===== src/rtl/piso_serializer.sv =====
// piso_serializer -- parallel-in / serial-out transmitter.
//
// Loads a WIDTH-bit word when ld is seen in IDLE and shifts it out LSB first,
// one bit per falling edge of c. Frame: IDLE -> SHIFT (NBITS cycles, sv=1)
// -> DONE (one cycle, done=1) -> IDLE (at least one cycle, rdy=1).
//
// Optional feature macro: PISO_PARITY_EN
//   defined   : an even-parity bit (XOR of the data bits) follows the data as
//               frame bit WIDTH, so NBITS = WIDTH+1.
//   undefined : NBITS = WIDTH; DONE follows data bit WIDTH-1 directly.
//
// Ports
//   c    in   clock; all state changes on the falling edge
//   r    in   asynchronous active-high reset
//   d    in   parallel word, sampled only when a load is accepted
//   ld   in   load request, honoured only while rdy=1
//   rdy  out  high in IDLE
//   so   out  serial data, LSB first
//   sv   out  high while so carries a frame bit
//   done out  one-cycle pulse after the last frame bit
module piso_serializer #(
  parameter int WIDTH = 8
) (
  input  logic             c,
  input  logic             r,
  input  logic [WIDTH-1:0] d,
  input  logic             ld,
  output logic             rdy,
  output logic             so,
  output logic             sv,
  output logic             done
);

`ifdef PISO_PARITY_EN
  localparam int NBITS = WIDTH + 1;
`else
  localparam int NBITS = WIDTH;
`endif
  localparam int CW = $clog2(WIDTH + 2);
  localparam logic [CW-1:0] LAST = CW'(NBITS - 1);

  localparam logic [1:0] S_IDLE  = 2'd0;
  localparam logic [1:0] S_SHIFT = 2'd1;
  localparam logic [1:0] S_DONE  = 2'd2;

  logic [1:0]       state;
  logic [NBITS-1:0] sreg;
  logic [CW-1:0]    cnt;
  logic [NBITS-1:0] ld_word;

  // Parity is folded into the shift register at load time, so it simply
  // falls out as the last bit with no extra output mux.
`ifdef PISO_PARITY_EN
  assign ld_word = {^d, d};
`else
  assign ld_word = d;
`endif

  always_ff @(negedge c or posedge r) begin
    if (r) begin
      state <= S_IDLE;
      sreg  <= '0;
      cnt   <= '0;
    end else begin
      case (state)
        S_IDLE: begin
          if (ld) begin
            sreg  <= ld_word;
            cnt   <= '0;
            state <= S_SHIFT;
          end
        end
        S_SHIFT: begin
          sreg <= sreg >> 1;
          if (cnt == LAST) begin
            state <= S_DONE;
          end else begin
            cnt <= cnt + 1'b1;
          end
        end
        S_DONE: begin
          cnt   <= '0;
          state <= S_IDLE;
        end
        default: state <= S_IDLE;
      endcase
    end
  end

  // Outputs are pure decodes of registered state: no path from ld or d.
  assign rdy  = (state == S_IDLE);
  assign sv   = (state == S_SHIFT);
  assign done = (state == S_DONE);
  assign so   = sv & sreg[0];

endmodule


===== config.mk =====
export PLATFORM = sky130hd
export DESIGN_NAME = piso_serializer
export DESIGN_NICKNAME = d
export VERILOG_FILES = /design/src/rtl/piso_serializer.sv
export SDC_FILE = /design/constraint.sdc
export NUM_CORES = 1
export LEC_CHECK = 0
export ABC_AREA = 1
export ABC_CLOCK_PERIOD_IN_PS = 1100
export CORE_MARGIN = 4
export CORE_UTILIZATION = 39
export CTS_BUF_LIST = sky130_fd_sc_hd__clkbuf_16
export CTS_CLUSTER_DIAMETER = 150
export CTS_CLUSTER_SIZE = 25
export DETAILED_ROUTE_END_ITERATION = 8
export GPL_ROUTABILITY_DRIVEN = 0
export PLACE_DENSITY = 0.78
export SLEW_MARGIN = 20
export SYNTH_ARGS = -nofsm -noshare
export SYNTH_HDL_FRONTEND = slang
export SYNTH_SLANG_ARGS = --single-unit

===== constraint.sdc =====
create_clock -name c -period 1.1 [get_ports c]
set_input_delay 0.11 -clock c [delete_from_list [all_inputs] [get_ports c]]
set_output_delay 0.11 -clock c [all_outputs]
set_load 0.02 [all_outputs]

After elaboration in Yosys (flattened, before gate mapping)
Index checks and enable logic that the tools add are counted.
{ "totals": {"regBits": 14, "out_inout_bits": 4, "word_cells": 25} }
{ "op_classes": {"addsub": 1, "n_eq_ne": 6, "mux": 8, "bitwise": 1, "reduce_logical": 6} }
{ "op_table": {"columns": ["operator", "count"], "rows": [
  ["8-bit one-hot mux with 2 select lines", 1],
  ["4-bit one-hot mux with 3 select lines", 1],
  ["4-bit 2-to-1 mux", 2],
  ["8-bit 2-to-1 mux", 1],
  ["4-bit by 1-bit adder with 4-bit output (second input constant)", 1],
  ["4-bit by 3-bit == test with 1-bit output (second input constant)", 1],
  ["2-bit 2-to-1 mux", 2],
  ["2-bit != test (second input constant)", 2],
  ["2-bit one-hot mux with 2 select lines", 1],
  ["2-bit AND reduction", 2],
  ["3-bit AND reduction", 1],
  ["3-bit nonzero test", 1],
  ["2-bit by 1-bit == test with 1-bit output (second input constant)", 1],
  ["2-bit == test (second input constant)", 1],
  ["2-bit zero test", 1],
  ["2-bit by 1-bit != test with 1-bit output (second input constant)", 1],
  ["2-bit nonzero test", 1],
  ["1-bit AND", 1]
]} }

Logic depth before layout (Yosys ltp)
{ "logic_depth": {"ltp_word": 3, "depth_mapped": 6} }

==> metrics.md <==
| Metric | Value |
|---|---|
| Largest delay contributor family on the critical path | flip-flops |
| Crit-path most repeated cell | buf_6 |
| # hold bufs at CTS | 0 |
| P_sw | 1491 uW |
| Post-synthesis cell count | 84 |
| Initial Utilization | 40.87% |
| Residual DRC | 0 |
| Fillcell total | roughly 100 |
| Bufs and invs on worst path | 3 |
| Yosys top cell by area | dfrtn_1 |
| Final hold violation count | 0 |
| Post-route setup TNS | -5.171 ns |
| CTS max path bufs | 2 |
| Final-report setup violation count | 17 |
| Library cells used by synthesis | 15 |
| DPL Wire Length | 1201 um |
| Combinational Power Share | 59.3% |
| Failing checks | negative setup slack |
| Die span in y | 50.54 um |
| Total grt overflow | 0 |
| Vias in the first global route | ~700 |
| Ys Warns | 0 |
| Clk sinks | 14 |
| Max-Slew Margin vs Limit | 84.68% |
| Footprint of the multi-input gates | ~480 um2 |
| Sequential cell area | 350.3 um2 |
| PortBufs | 14 |
| Worst Path Required | 0.99 ns |
| Critical path arrival | around 1.7 ns |
| GRT Total Usage | 16.12% |
| Synth top cells by count | nand3_1, nand2_1, dfrtn_1, nand4_1, nor2_1 |
| Pre-CTS setup slack | -0.8611 ns |
| Clk Tree Root Cell | clkbuf_16 |
| Full die area | 0.002554 mm2 |
| Hold crit path type | register to register |
| Clk slew on worst S/H paths | 0.03 ns |
| Clock power frac | 17.2% |
| First-pass GRT wire length | 3084 um |
| Most frequent cell after synthesis | nand3_1 |
| Util after Layout | 80.87% |
| Vias per Instance | slightly above 5 |
| Clk_lat worst skew | 0.27 ns |
| Setup WS post-layout | -0.7167 ns |
| Synth Area in Adders | 1.773% |
| Crit end category | output pin |
| Remaining antenna violation count | 0 |
| Core Region | 0.001727 mm2 |
| Status | finished, violations left |
| WL final | 2215 um |
| Ant. Diodes | 0 |
| Fraction of registers with async set/reset | 100.0% |
| Top_reg_cell synth | dfrtn_1 |
| Htree depth | 1 |
| CTS tree | built |
| Main combinational cell family by area after synthesis | simple AND/OR/NAND/NOR gates |
| CP max FO | 3 |
| Clk_skew | 0.0005699 ns |
| Post-Syn Nets | 96 |
| Post-synthesis area per instance | approximately 8.4 um2 |
| Post-synth EDFFs | 0 |
| Register area share after synthesis | 49.65% |
| Pleak | about 0.00066 uW |
| Slowest cell on crit path | dfrtn_1 |
| Synth Area in XOR/XNOR | 0% |
| Switching Fraction | roughly two fifths |
| Initial antenna violation count | 0 |
| Reg power frac | 23.5% |
| Complex-gate fraction of the synthesized area | between 1 and 1.5% |
| WHS | 0.4523 ns |
| Layout cell share with drive strength beyond 1 | 52.38% |
| Slew Limit Fails | 0 |
| Final Power | 3846 uW |
| Mean routed wirelength per cell | 14.67 um |
| CP Class | register to output pin |
| RSZ-0062 raised after global routing | true |
| Maxcap violations | 0 |
| IO Pins | 15 |
| Nets | 140 |
| Worst vdd ir | a little under 2 mV |
| P per Cell Area | roughly 2800 mW/mm2 |
| Yosys reg bits | 14 |
| Largest net degree at the start of global routing | 15 |
| Die Width | 50.54 um |
| Simple-gate portion of the synthesized area | between 40% and 50% |
| # rows | 15 |
| Iter 0 DRT Violations | 16 |
| Largest cells by area after synthesis | dfrtn_1, nand3_1, nand2_1 |
| Slew @ Worst Pin | 0.2299 ns |
| Crit-path cells | buf_6 -> inv_6 -> nor2_8 -> buf_6 |
| Mux cell area share after synthesis | 0% |
| CP Launch Type | register |
| Int Power | between 2000 and 2500 uW |
| Post-Synthesis Cell Area | 705.7 um2 |
| Top cell type's share of synthesized area | 49.65% |
| Max stage delay on crit path | roughly 0.49 ns |
| Area Overhead vs Synth | 97.87% |
| Drt first pass iters | 4 |
| CTS buffer count | 3 |
| Vias | 772 |
-- per-stage QoR --
step / std cells / area [um2]
global route: 151 / 1396
floorplan: 84 / 768.2
global placement: 136 / 1044
detailed placement: 136 / 1044
finish: 151 / 1396
CTS: 146 / 1200
-- registers in the layout, summed over array words and instances (netlist names) --
| register | count |
|---|---|
| cnt | 4 |
| state | 2 |
| sreg | 8 |
-- cells by family (layout without fill, tap and decap cells) --
logic type	after synthesis	after routing
AO/OA/AOI/OAI	2	2
AND/OR/NAND/NOR	59	60
adder cells (fa/ha/maj)	1	1
buffers and inverters	8	49
flip-flops	14	14
-- cell type report --
type                    count  area share [%]
flip-flops and latches     14           25.09
multi-input cells          63           34.32
well taps                  25           2.240
clock buffers               3           5.376
repair buffers             39           29.48
inverters                   7           3.495
-- worst reg2reg max path, stage by stage (launching register included) --
cell and delay [ns]:
dfrtn_1 0.47, buf_12 0.14, clkinv_8 0.05, buf_4 0.13
buf_8 0.13, nand2_8 0.09, nor2_4 0.04, nand2_2 0.06
nand3_2 0.06
-- per-layer routing --
layer  up-vias  track usage, %  wire length [um]
li1        374               -                 -
met1       374           19.17               908
met2        21           29.13              1182
met3         3           1.780                94
met4         0           6.726                29
met5         -               0                 0
-- placed cells by master (no fill, tap or decap) --
master / synthesis / routed
dfrtn_1: 14 / 14
nand2_4: 2 / 4
buf_4: 0 / 13
or2_2: 1 / 1
nor2_1: 5 / 1
ha_2: 0 / 1
nand4_1: 6 / 6
inv_1: 4 / 4
clkdlybuf4s50_1: 0 / 9
buf_8: 0 / 2
nand3_1: 22 / 13
o21ai_4: 0 / 1
nor2_8: 1 / 1
nand2_1: 21 / 13
nor2_4: 0 / 4
clkbuf_16: 0 / 4
nand2_8: 0 / 2
inv_6: 0 / 2
nand2_2: 1 / 6
buf_6: 0 / 11
buf_2: 0 / 1
clkinv_8: 0 / 1
o21ai_2: 0 / 1
buf_12: 0 / 2
nand3_2: 0 / 9
-- worst paths after layout --
check / startpoint / to / slack (ns) / cells past startpoint
worst max register to register: state[1] / sreg[4] / -0.22 / 8
max in group asynchronous: r / cnt[2] / 0.38 / 3
worst min-delay path: sreg[1] / sreg[0] / 0.45 / 2
worst min register to register: sreg[1] / sreg[0] / 0.45 / 2
worst max-delay path: state[0] / sv / -0.72 / 4
min in group asynchronous: r / sreg[5] / 0.58 / 3
-- power groups by stage --
stage	sequential, uW	combinational [uW]	clock [uW]
global placement	884	1440	0
global route	931	2470	708
floorplan	921	857	0
CTS	872	1710	677
finish	903	2280	661
detailed placement	896	1470	0
-- repair_timing --
action                                  CTS  global route
endpoints found under the setup margin   17            17
gates cloned                              1             1
pin swaps                                 3            10
resized for setup                        34            37
setup buffers                             7             7
Note: power is estimated with default switching activity, not from simulation.
==> RTL change: new RTL, config.mk and constraints unchanged <==
`WIDTH`: 8 -> 32.
--- a/src/rtl/piso_serializer.sv
+++ b/src/rtl/piso_serializer.sv
@@ -20,5 +20,5 @@
 //   done out  one-cycle pulse after the last frame bit
 module piso_serializer #(
-  parameter int WIDTH = 8
+  parameter int WIDTH = 32
 ) (
   input  logic             c,
Interface: changed (resized d); port bits go from 15 to 39. No check against the original RTL was run, so the function may have changed too.
==> RTL change against the unedited design <==
Routed wire length increased by 130%; die area increased by 130%; largest cell class is now registers; worst setup slack improved by 27 ps; critical path depth decreased by 1; sequential share of layout area increased by 10 points; sequential cell count increased by 26; largest power group unchanged; critical path type unchanged; the flow still finishes with violations (negative setup slack); total power increased by 130%; design area increased by 100%; area after synthesis increased to 2.6 times the old value; highest routed layer unchanged.
==> RTL change: results (changes against the unedited design) <==
- The number of setup violations in the final report came to 44 (+27).
- The async set-reset flop share out of synthesis was 1.000 (unchanged).
- The hold path startpoint is sreg[31]$_DFFE_NP0P_.
- The clock insertion delay at the later pin of the skew report is 300 ps (+30 ps).
- The number of buffers created by CTS came to 5 (+2).
- The most critical setup path has its startpoint at state[0]$_DFFE_NP0P_.
- The portion of total power attributed to the clock network was 0.182 (+0.010).
- The share of the synthesized area in the top cell type was 0.5355 (+0.03902).
- The count of mapped cells out of synthesis was 229 (+170%).
- The DRC marker count from the first detailed-route iteration came to 99 (+83).
- The path class of the lowest-slack min-delay path is reg2reg.
- The buffer levels on the longest clock path is 2 (unchanged).
- The leakage power figure came to 1.262 nW (+90%).
- The peak fanout along the critical path is 4 (+1).
- The fraction of power spent switching nets was 0.3855 (-0.002266).
- The diode insertion count for antenna repair is 0 (unchanged).
- The number of warnings reported in the yosys synthesis log was 0 (unchanged).
- The number of I/O port buffers is 38 (+24).
- The largest registers in the layout are sreg (32), cnt (6), state (2).
- The first-pass GRT wire length came to 8597 microns (+180%).
- The clock root buffer master is sky130_fd_sc_hd__clkbuf_16.
- The worst register-to-register path begins at state[1]$_DFFE_NP0P_.
- The layout cell share with drive strength beyond 1 is 0.2055 (-0.3183).
- The checks that failed: negative setup slack.
- The number of placed instances, taps included was 328 (+140%).
- By area the synthesized netlist is led by sky130_fd_sc_hd__dfrtn_1, sky130_fd_sc_hd__nand2_1, sky130_fd_sc_hd__a21oi_1.
- After synthesis, the most frequently instantiated cells are sky130_fd_sc_hd__nand2_1, sky130_fd_sc_hd__dfrtn_1, sky130_fd_sc_hd__nor2_1, sky130_fd_sc_hd__a21oi_1, sky130_fd_sc_hd__o21ai_0.
- The maximum level of the CTS H-tree was 2 (+1).
- The arrival time at the worst endpoint was 1680 ps (-30 ps).
- The slew of the pin with the lowest slew margin is 467.4 ps (+237.5 ps).
- The worst-case vdd ir drop is 1.400 mV (-28%).
- The flow ran to the end, but the final reports show violations.
- The maximum number of pins on one net before global-route repair is 35 (+20).
- The average wire length per cell after detail routing is 14.60 microns (-0.48%).
- The initial antenna violation count is 0 (unchanged).
- The count of TritonRoute iterations in the first routing pass came to 5 (+1).
- The via count was 1798 (+130%).
- The power dissipated in combinational cells was 4.49 mW (+97%).
- The number of cells in the finished layout apart from fillers was 344 (+130%).
- The overall global routing resource usage is 0.1776 (+0.01635).
- The clock transition time at the flip-flop clock pins of the worst setup and hold paths is 40 ps.
- The synthesized net count is 265 (+180%).
- The worst clock skew on the final layout is 3.891 ps (+3.321 ps).
- The worst setup margin came to -690.1 ps (+26.59 ps).
- The via count of the first global-routing pass is 1894 (+170%).
- The part of the Yosys area used for sequential elements is 0.5355 (+0.03902).
- The number of nets at the end of the flow is 327 (+130%).
- The placed wire-length estimate is 3090 microns (+160%).
- The number of distinct library cell variants in the gate-level netlist after synthesis was 20 (+5).
## RTL change: cell types whose count changed after synthesis, moves of 6 or more
| cell | delta |
|---|---|
| sky130_fd_sc_hd__nand4_1 | -6 |
| sky130_fd_sc_hd__o21ai_0 | +19 |
| sky130_fd_sc_hd__nor2_1 | +33 |
| sky130_fd_sc_hd__nand2_1 | +25 |
| sky130_fd_sc_hd__buf_2 | +10 |
| sky130_fd_sc_hd__o21ai_1 | +13 |
| sky130_fd_sc_hd__a21oi_1 | +30 |
| sky130_fd_sc_hd__nand3_1 | -11 |
| sky130_fd_sc_hd__dfrtn_1 | +26 |
## RTL change: cell type report
class,count,area (sq um)
multi-input combinational,169,860.8
clock buffer,5,125.1
clock inverter,3,37.54
sequential,40,1001
inverter,8,33.78
timing repair buffer,67,711.9
tap,52,65.06
fill,370,1669
## RTL change: per-stage QoR
stage                     total power [mW]    util  TNS [ps]  setup WS, ps  cell area, sq um
after floorplan                      5.200       -     -6831        -444.8              1919
after global placement               6.077  0.5453    -33430        -820.4              2456
after global routing                 9.478  0.6294    -15500        -741.5              2835
final                                8.816  0.6294    -12760        -690.1              2835
after CTS                            8.656  0.6183    -12320        -663.2              2785
after detailed placement             6.217  0.5453    -33920        -827.8              2456
## RTL change: path summary, 6_finish.rpt
path / end / cells after the start / slack (ps)
min in group asynchronous: sreg[18]$_DFFE_NP0P_ / 3 / 670
setup / recovery: done / 3 / -690
hold reg to reg: sreg[31]$_DFFE_NP0P_ / 2 / 440
max in group asynchronous: sreg[14]$_DFFE_NP0P_ / 3 / 260
setup reg to reg: sreg[15]$_DFFE_NP0P_ / 8 / -310
hold / removal: sreg[31]$_DFFE_NP0P_ / 2 / 440
## RTL change: critical path, cell delays in order (launching register included)
cell                      delay, ps
sky130_fd_sc_hd__dfrtn_1        470
sky130_fd_sc_hd__buf_4          160
sky130_fd_sc_hd__nor2_1          50
sky130_fd_sc_hd__buf_4          150
## RTL change: cells by family after synthesis
family,count (synthesis),share of synthesized area
DFF,40,0.5355
AOI/OAI and AO/OA,67,0.1827
xor gates and xnor gates,1,0.004686
adders and majority gates,1,0.006692
and+or+nand+nor,100,0.2175
buffers and inverters,20,0.05288
## RTL change: per-layer routing
layer	global-route usage	part of all wire	vias to the layer above
met3	0.04684	0.045	7
met1	0.2040	0.41	867
met2	0.3221	0.53	39
met4	0.04982	0.014	0
met5	0	0	-
li1	-	-	885
## RTL change: repair_timing
action / 4_1_cts / 5_1_grt
pin swaps: 3 / 0
gates cloned: 2 / 0
buffers inserted: 5 / 1
setup endpoints to repair: 44 / 44
gates resized for setup: 47 / 12
